<file path="src/rtl/pipeline_hazard_ctrl_pkg.sv">
// Shared types for the F/D/E/M/W hazard sequencer: FSM states, scoreboard entry, register-id constants.
// No logic beyond a pure match helper.
package pipeline_hazard_ctrl_pkg;

  localparam int REG_ID_W     = 5;
  localparam int DRAIN_CYCLES = 3;
  localparam logic [REG_ID_W-1:0] REG_ZERO = 5'd0;

  typedef enum logic [1:0] {
    RUN    = 2'd0,
    DRAIN  = 2'd1,
    HALTED = 2'd2
  } ctrl_state_e;

  typedef struct packed {
    logic                v;
    logic [REG_ID_W-1:0] rd;
  } sb_entry_t;

  function automatic logic sb_hit(input sb_entry_t e, input logic [REG_ID_W-1:0] rs);
    return e.v && (e.rd == rs);
  endfunction

endpackage

</file>
<file path="src/rtl/pipeline_hazard_ctrl_scoreboard.sv">
// E/M/W destination-register scoreboard and rs1/rs2 RAW match; hazard is combinational from flops.
// One entry shifts per cycle; stalled or flushed D slots enter as empty entries.
module pipeline_hazard_ctrl_scoreboard
  import pipeline_hazard_ctrl_pkg::*;
(
  input  logic                clk,
  input  logic                resetn,
  input  logic                d_valid,
  input  logic [REG_ID_W-1:0] rs1_id,
  input  logic [REG_ID_W-1:0] rs2_id,
  input  logic                uses_rs1,
  input  logic                uses_rs2,
  input  logic [REG_ID_W-1:0] rd_id,
  input  logic                writes_rd,
  input  logic                d_stall,
  input  logic                fd_flush,
  input  logic                de_flush,
  output logic                hazard
);

  sb_entry_t sb_e_q, sb_e_d;
  sb_entry_t sb_m_q, sb_m_d;
  sb_entry_t sb_w_q, sb_w_d;
  logic      rs1_hit, rs2_hit;

  always_comb begin
    sb_e_d = '0;
    if (d_valid && !d_stall && !fd_flush) begin
      sb_e_d.v  = writes_rd && (rd_id != REG_ZERO);
      sb_e_d.rd = rd_id;
    end
    sb_m_d = de_flush ? '0 : sb_e_q;
    sb_w_d = sb_m_q;
  end

  // W still counts: the register file is written at the end of W, with no bypass.
  always_comb begin
    rs1_hit = uses_rs1 && (rs1_id != REG_ZERO) &&
              (sb_hit(sb_e_q, rs1_id) || sb_hit(sb_m_q, rs1_id) || sb_hit(sb_w_q, rs1_id));
    rs2_hit = uses_rs2 && (rs2_id != REG_ZERO) &&
              (sb_hit(sb_e_q, rs2_id) || sb_hit(sb_m_q, rs2_id) || sb_hit(sb_w_q, rs2_id));
    hazard  = d_valid && (rs1_hit || rs2_hit);
  end

  always_ff @(posedge clk or negedge resetn) begin
    if (!resetn) begin
      sb_e_q <= '0;
      sb_m_q <= '0;
      sb_w_q <= '0;
    end else begin
      sb_e_q <= sb_e_d;
      sb_m_q <= sb_m_d;
      sb_w_q <= sb_w_d;
    end
  end

endmodule

</file>
<file path="src/rtl/pipeline_hazard_ctrl.sv">
// Stall/flush/halt sequencer for the 5-stage pipeline; stall and flush outputs are combinational.
// RAW stalls hold F/D for 1-3 cycles; EBREAK drains E/M/W and halts 4 cycles after acceptance.
module pipeline_hazard_ctrl
  import pipeline_hazard_ctrl_pkg::*;
#(
  parameter int REG_W = 5,
  parameter int CNT_W = 32
) (
  input  logic             clk,
  input  logic             resetn,
  input  logic             D_valid,
  input  logic [REG_W-1:0] D_rs1Id,
  input  logic [REG_W-1:0] D_rs2Id,
  input  logic             D_usesRs1,
  input  logic             D_usesRs2,
  input  logic [REG_W-1:0] D_rdId,
  input  logic             D_writesRd,
  input  logic             D_isEBREAK,
  input  logic             M_jumpOrBranch,
  input  logic             resume,
  output logic             F_stall,
  output logic             D_stall,
  output logic             FD_flush,
  output logic             DE_flush,
  output logic             halted,
  output logic [CNT_W-1:0] stall_cycles
);

  ctrl_state_e      state_q, state_d;
  logic [1:0]       dcnt_q, dcnt_d;
  logic             halted_q, halted_d;
  logic [CNT_W-1:0] stall_cycles_q, stall_cycles_d;
  logic             hazard;
  logic             ebreak_go;

  pipeline_hazard_ctrl_scoreboard u_sb (
    .clk       (clk),
    .resetn    (resetn),
    .d_valid   (D_valid),
    .rs1_id    (D_rs1Id),
    .rs2_id    (D_rs2Id),
    .uses_rs1  (D_usesRs1),
    .uses_rs2  (D_usesRs2),
    .rd_id     (D_rdId),
    .writes_rd (D_writesRd),
    .d_stall   (D_stall),
    .fd_flush  (FD_flush),
    .de_flush  (DE_flush),
    .hazard    (hazard)
  );

  // A redirect from M outranks everything, including a DRAIN already in progress.
  always_comb begin
    F_stall   = 1'b0;
    D_stall   = 1'b0;
    FD_flush  = 1'b0;
    DE_flush  = 1'b0;
    ebreak_go = (state_q == RUN) && D_valid && D_isEBREAK && !hazard && !M_jumpOrBranch;
    if (M_jumpOrBranch) begin
      FD_flush = 1'b1;
      DE_flush = 1'b1;
    end else if (hazard) begin
      D_stall = 1'b1;
      F_stall = 1'b1;
    end
    if (ebreak_go) F_stall = 1'b1;
    if ((state_q == DRAIN && !M_jumpOrBranch) || state_q == HALTED) begin
      F_stall  = 1'b1;
      FD_flush = 1'b1;
    end
  end

  always_comb begin
    state_d = state_q;
    dcnt_d  = dcnt_q;
    case (state_q)
      RUN: begin
        if (ebreak_go) begin
          state_d = DRAIN;
          dcnt_d  = 2'd0;
        end
      end
      DRAIN: begin
        dcnt_d = dcnt_q + 2'd1;
        if (M_jumpOrBranch)                        state_d = RUN;
        else if (dcnt_q == 2'(DRAIN_CYCLES - 1))   state_d = HALTED;
      end
      HALTED: begin
        if (resume) state_d = RUN;
      end
      default: state_d = RUN;
    endcase
    halted_d = (state_d == HALTED);

    stall_cycles_d = stall_cycles_q;
    if (D_stall && (stall_cycles_q != {CNT_W{1'b1}}))
      stall_cycles_d = stall_cycles_q + CNT_W'(1);
  end

  always_ff @(posedge clk or negedge resetn) begin
    if (!resetn) begin
      state_q        <= RUN;
      dcnt_q         <= 2'd0;
      halted_q       <= 1'b0;
      stall_cycles_q <= '0;
    end else begin
      state_q        <= state_d;
      dcnt_q         <= dcnt_d;
      halted_q       <= halted_d;
      stall_cycles_q <= stall_cycles_d;
    end
  end

  assign halted       = halted_q;
  assign stall_cycles = stall_cycles_q;

endmodule

</file>
<file path="config.mk">
export PLATFORM = sky130hd
export DESIGN_NAME = pipeline_hazard_ctrl
export DESIGN_NICKNAME = d
export VERILOG_FILES = /design/src/rtl/pipeline_hazard_ctrl_pkg.sv /design/src/rtl/pipeline_hazard_ctrl_scoreboard.sv /design/src/rtl/pipeline_hazard_ctrl.sv
export SDC_FILE = /design/constraint.sdc
export NUM_CORES = 1
export LEC_CHECK = 0
export ABC_AREA = 1
export CAP_MARGIN = 0
export CORE_MARGIN = 2
export CORE_UTILIZATION = 35
export CTS_BUF_LIST = sky130_fd_sc_hd__clkbuf_2 sky130_fd_sc_hd__clkbuf_4 sky130_fd_sc_hd__clkbuf_8
export DETAILED_ROUTE_END_ITERATION = 7
export GPL_TIMING_DRIVEN = 0
export PLACE_DENSITY = 0.56
export RECOVER_POWER = 25
export SETUP_SLACK_MARGIN = 0.15
export SYNTH_ARGS = -nofsm -noshare
export SYNTH_HDL_FRONTEND = slang
export SYNTH_SLANG_ARGS = --single-unit
</file>
<file path="constraint.sdc">
create_clock -name clk -period 5.1 [get_ports clk]
set_input_delay 1.53 -clock clk [delete_from_list [all_inputs] [get_ports clk]]
set_output_delay 1.53 -clock clk [all_outputs]
set_load 0.005 [all_outputs]
</file>
==> results of run 1 <==
sequential cells by signal (all words and copies together) (netlist names):
| register | count |
|---|---|
| dcnt_q | 2 |
| halted | 1 |
| stall_cycles | 32 |
| state_q | 2 |
| u_sb.sb_e_q | 6 |
| u_sb.sb_m_q | 6 |
| u_sb.sb_w_q | 6 |
worst max path at each step:
stage                         startpoint      end  slack [ns]  cells past startpoint
final                            D_valid  F_stall        0.29                      7
after global routing             D_valid  F_stall        0.20                      7
after CTS                        D_valid  F_stall        0.16                      7
after detailed placement         D_valid  F_stall       -0.18                      7
after global placement           D_valid  F_stall       -0.22                      7
after floorplan           M_jumpOrBranch  F_stall        1.05                      5
per-stage QoR:
step | worst slack (ns) | instance area (sq um) | setup TNS (ns) | hold WS (ns) | util
finish | 0.2922 | 4548 | 0 | 0.4347 | 0.4466
global route | 0.2011 | 4548 | 0 | 0.4440 | 0.4466
CTS | 0.1560 | 4546 | 0 | 0.4358 | 0.4463
detailed placement | -0.1778 | 4385 | -0.3142 | 0.4102 | 0.4306
global placement | -0.2156 | 4370 | -0.3994 | 0.4018 | 0.4291
floorplan | 1.047 | 3610 | 0 | 0.3683 | -
logic make-up (layout without fill, tap and decap cells):
logic type | count (synthesis) | count (layout) | share of synthesized area
and+or+nand+nor | 395 | 395 | 0.4700
buffers and inverters | 74 | 144 | 0.08562
DFF | 55 | 55 | 0.3813
xor gates and xnor gates | 18 | 18 | 0.04367
AOI/OAI and AO/OA | 9 | 9 | 0.01248
adders and majority gates | 2 | 2 | 0.006931
layer usage:
layer	track usage	vias up
li1	-	1876
met1	0.2879	1653
met2	0.3143	97
met3	0.03401	9
met4	0.04417	0
met5	0	-
report_power, final:
part / internal (mW) / switching [mW] / leakage, nW
registers: 0.453 / 0.0137 / 0.760
clock network: 0.196 / 0.156 / 0.0644
logic: 0.0477 / 0.0677 / 1.42
total: 0.696 / 0.237 / 2.24
cells in the mapped netlist:
master	n
and2_1	1
nand2_1	232
ha_1	2
inv_1	60
or2_2	1
o21ai_0	8
nand4_1	41
nand3b_1	6
nand3_1	25
clkbuf_1	6
nor3_4	1
nor4_1	1
nand3_2	2
buf_2	4
nor2_1	74
nor3_1	9
a21oi_1	1
buf_4	1
buf_6	3
xor2_1	11
xnor2_1	7
dfrtp_1	55
nor2_4	1
nor3_2	1
cell type report:
| cell class | count | area, sq um | area share |
|---|---|---|---|
| Multi-Input combinational cell | 424 | 1942 | 0.4270 |
| Sequential cell | 55 | 1376 | 0.3026 |
| Timing Repair Buffer | 62 | 613.1 | 0.1348 |
| Inverter | 60 | 225.2 | 0.04952 |
| Tap cell | 136 | 170.2 | 0.03741 |
| Buffer | 14 | 85.08 | 0.01871 |
| Clock buffer | 5 | 68.82 | 0.01513 |
| Clock inverter | 3 | 67.56 | 0.01486 |
critical path: stages:
cell and delay (ns):
clkdlybuf4s50_1 0.48, inv_1 0.07, nor2_4 0.23, clkbuf_2 0.28, nand2_1 0.12, nand3_1 0.08
clkdlybuf4s50_1 0.49
timing repair:
action / CTS / global route
buffers inserted: 2 / 0
gates resized for setup: 14 / 7
pin swaps: 2 / 0
cloned: 0 / 0
hold buffers: 0 / 0
endpoints found under the setup margin: 2 / 2
endpoints found under the hold margin: 0 / 0
==> run metrics, run 1 <==
startpoint types=primary input; Worst Hold Class=flip-flop to flip-flop; Max Slew Vio Count=40; Setup Viol. Count Final=0; Clock Skew=0.01012 ns; vias in the first global route=3522; FF+latch count, synth=55; WL met2=4785 um; Final Power=0.9335 mW; drt drc=0; First-pass DRT Iterations=4; Num CTS Buffers=5; Distinct cells, synth=24; Antenna diodes=0; gpl congestion=0.9099; final hold vios=0; routed wire length=10580 um; worst skew pair latency=around 0.32 ns; Ports=61; WP data arrival=3.28 ns; WL met3=583 um; CP required=3.57 ns; main area contributors after synthesis=dfrtp_1, nand2_1, nor2_1, nand4_1, inv_1; Reg2Reg Depth=9; Peak VDD IR=~0.10 mV; vias=between 3k and 4k; port bufs=59; post-synthesis net count=around 580; first-pass GRT wire length=roughly 18000 um; synthesized instance count=553; post-synthesis sequential area ratio=0.3813; total gr overflow=0; hold path endpoint=u_sb.sb_w_q[3]; top-area cell type share of the netlist area=0.3813; fill cell count=1086; DIE WIDTH=between 100 and 150 um; row count=37; worst r2r src=stall_cycles[0]; RSZ-0062 raised after global routing=no; H-tree Lvls=2; Setup crit end kind=primary output; Synth area leader=dfrtp_1; Leakage=2.242 nW; Ys Warns=0; final cell count without fillers=between 700 and 800; Avg Inst Size Synth=6.528 sq um; Rel. slew slack=-0.3915; clk root buf=clkbuf_8; clock period minus worst slack=between 4 and 5 ns; max cap viols=1; Routed WL per cell=13.94 um; flop-to-flop setup slack=2.86 ns; Worst-Margin Slew=around 2.1 ns; Initial Util=0.3544; WS Path Type=primary input to primary output; M1 WL=5116 um; placed cell count=749; height of the die=105.6 um; most common cell after layout, fill and taps aside=nand2_1; most frequent cells in the layout=nand2_1, nor2_1, inv_1; maximum number of pins on one net before global-route repair=40; Longest Clk Path Bufs=2; initial antenna violation count=0; r2r endpoint=stall_cycles[20]; dpl hpwl=8220 um; Iter 0 DRT Violations=218; Die Footprint=about 11000 sq um; final period utilization=0.9427; Worst Hold Path Cells=0; CTS tree=done; nets@finish=648; critical path fanouts, max=10; outcome=complete, but fails checks; DR top layer=met4; Mapped Area=3610 sq um; Tot GR Track Use=0.1997; CORE AREA=roughly 10000 sq um; clock sink total=55; area grow syn2layout=26.00%; Antenna Nets Post-Route=0; hold_sp=u_sb.sb_m_q[3]; failing checks=max-capacitance violations, max-slew violations; fmax=208.0 MHz; share of cells above drive strength 1=0.05136; DR vias/cell=4.789; clk slew on worst S/H paths=roughly 0.10 ns; Power Density=205.2 nW/um^2
(Power assumes the default switching activity.)
==> run 2: changes to the inputs <==
--- a/config.mk
+++ b/config.mk
@@ -15,6 +15,7 @@
 export PLACE_DENSITY = 0.56
 export RECOVER_POWER = 25
 export SETUP_SLACK_MARGIN = 0.15
+export SKIP_CTS_REPAIR_TIMING = 1
 export SYNTH_ARGS = -nofsm -noshare
 export SYNTH_HDL_FRONTEND = slang
 export SYNTH_SLANG_ARGS = --single-unit
==> run 2 against run 1 <==
The flow still finishes with violations (max-capacitance violations, max-slew violations); die area unchanged; setup slack worse by 0.00074 ns; wire length down 0.43%; power down 0.11%; cell count unchanged; largest cell class unchanged; largest power group unchanged.
==> run metrics, run 2 (synthesis results as in run 1) <==
Crit path largest cell delay=0.49 ns (about the same); Setup WS pre-CTS=-0.1778 ns (unchanged); failing checks=max-capacitance violations, max-slew violations; crit-path cells=clkdlybuf4s50_1 > inv_1 > nor2_4 > clkbuf_2 > nand2_1 > nand3_1 > clkdlybuf4s50_1; total gr overflow=0 (unchanged); maximum number of pins on one net before global-route repair=40 (unchanged); Worst Hold Path Cells=0 (unchanged); Worst Hold Class=flip-flop to flip-flop; Initial Util=0.3544 (unchanged); Rel. slew slack=-0.3703 (+0.02127); worst skew pair latency=0.32 ns (about the same); Reg2Reg Depth=9 (unchanged); sw power=0.2355 mW (-0.75%); Setup Viol. Count Final=0 (unchanged); Int Pwr=0.6969 mW (+0.10%); Num CTS Buffers=5 (unchanged); Die Footprint=11140 sq um (unchanged); final core utilization=0.4483 (+0.001720); number of flip-flops in the largest register=32 (unchanged); CP required=3.57 ns (about the same); clock sink total=55 (unchanged); share of cells above drive strength 1=0.05297 (+0.001605); row count=37 (unchanged); Setup crit end kind=primary output; clk root buf=clkbuf_8; WP data arrival=3.28 ns (about the same); Power Density=204.2 nW/um^2 (-0.50%); Max Slew Vio Count=40 (unchanged); Clock power frac=0.376 (about the same); final hold vios=0 (unchanged); most common cell after layout, fill and taps aside=nand2_1; sw frac=0.2526 (-0.001629); clock period minus worst slack=4.809 ns (+0.0007450 ns); startpoint types=primary input; DIE WIDTH=105.6 um (unchanged); Comb pwr share=0.124 (about the same); WS Path Type=primary input to primary output; Longest Clk Path Bufs=2 (unchanged); Routed WL per cell=13.88 um (-0.43%); storage element area=1376 sq um (unchanged); vias in the first global route=3512 (-0.28%); final setup margin=0.2914 ns (-0.0007450 ns); flop-to-flop setup slack=2.85 ns (about the same); Fin Hold WS=0.4349 ns (+0.0002710 ns); Antenna diodes=0 (unchanged); most frequent cells in the layout=nand2_1, nor2_1, inv_1; clk slew on worst S/H paths=0.10 ns (about the same); CP max-delay cell=clkdlybuf4s50_1; gpl congestion=0.9099 (unchanged); outcome=complete, but fails checks; Worst path most repeated cell=clkdlybuf4s50_1; Peak VDD IR=0.09897 mV (-2.9%); Clock Skew=0.01153 ns (+0.001407 ns); vias=3642 (+0.19%); area of the multi-input gates=1944 sq um (+0.13%); Antenna Nets Post-Route=0 (unchanged); Final Power=0.9324 mW (-0.11%); Leakage=2.274 nW (+1.4%); initial antenna violation count=0 (unchanged); Tot GR Track Use=0.1989 (-0.0007866); design area=4566 sq um (+0.39%); Worst-Margin Slew=2.055 ns (-0.03190 ns); nets@finish=648 (unchanged); height of the die=105.6 um (unchanged); CTS tree=done; routed wire length=10530 um (-0.43%); max cap viols=1 (unchanged); Iter 0 DRT Violations=193 (-11%); H-tree Lvls=2 (unchanged); RSZ-0062 raised after global routing=no; CORE AREA=10180 sq um (unchanged); DR vias/cell=4.798 (+0.19%); critical path fanouts, max=10 (unchanged); sequential share of power=0.500 (about the same); drt drc=0 (unchanged); port bufs=59 (unchanged); area grow syn2layout=26.48%; Ports=61 (unchanged); fmax=208.0 MHz (about the same); fill cell count=1083 (-0.28%); dpl cell area=4385 sq um (unchanged); final period utilization=0.9429 (about the same); first-pass GRT wire length=17630 um (-0.35%); dpl hpwl=8220 um (unchanged); First-pass DRT Iterations=5 (+1)
==> run 2: layer usage <==
metal / vias up / track usage / share of wire
met5: - / 0 / 0
met4: 0 / 0.04417 / 0.0089
met3: 9 / 0.03401 / 0.051
met2: 88 / 0.3124 / 0.45
met1: 1667 / 0.2871 / 0.48
li1: 1878 / - / -
==> run 2: per-stage QoR <==
stage | instances | TNS, ns
after global routing | 759 | 0
after CTS | 757 | -0.3238
after global placement | 748 | -0.3994
after detailed placement | 749 | -0.3142
final | 759 | 0
after floorplan | 553 | 0
==> run 2: path summary, 6_finish.rpt <==
check | endpoint | start
min | u_sb.sb_w_q[3] | u_sb.sb_m_q[3]
min reg2reg | u_sb.sb_w_q[3] | u_sb.sb_m_q[3]
max | F_stall | D_valid
max in group asynchronous | stall_cycles[12] | resetn
max reg2reg | stall_cycles[20] | stall_cycles[0]
min in group asynchronous | stall_cycles[1] | resetn
==> run 2: power by group through the flow <==
stage	Clock [mW]	Sequential, mW	Combinational (mW)
final	0.351	0.466	0.116
after global routing	0.381	0.469	0.136
after CTS	0.362	0.466	0.118
after detailed placement	0	0.475	0.118
after global placement	0	0.474	0.113
after floorplan	0	0.471	0.0614
==> run 2: worst max-delay path: cells and delay by family <==
| kind | cells | cell delay, ns |
|---|---|---|
| buffers and inverters | 4 | 1.31 |
| and+or+nand+nor | 3 | 0.44 |
==> run 2: layout make-up <==
type | count | share of cell area
clock inverter | 3 | 0.01480
tap | 136 | 0.03727
buffer | 14 | 0.01864
clock buffer | 5 | 0.01507
sequential | 55 | 0.3015
inverter | 60 | 0.04933
multi-input combinational | 424 | 0.4259
timing repair buffer | 62 | 0.1376
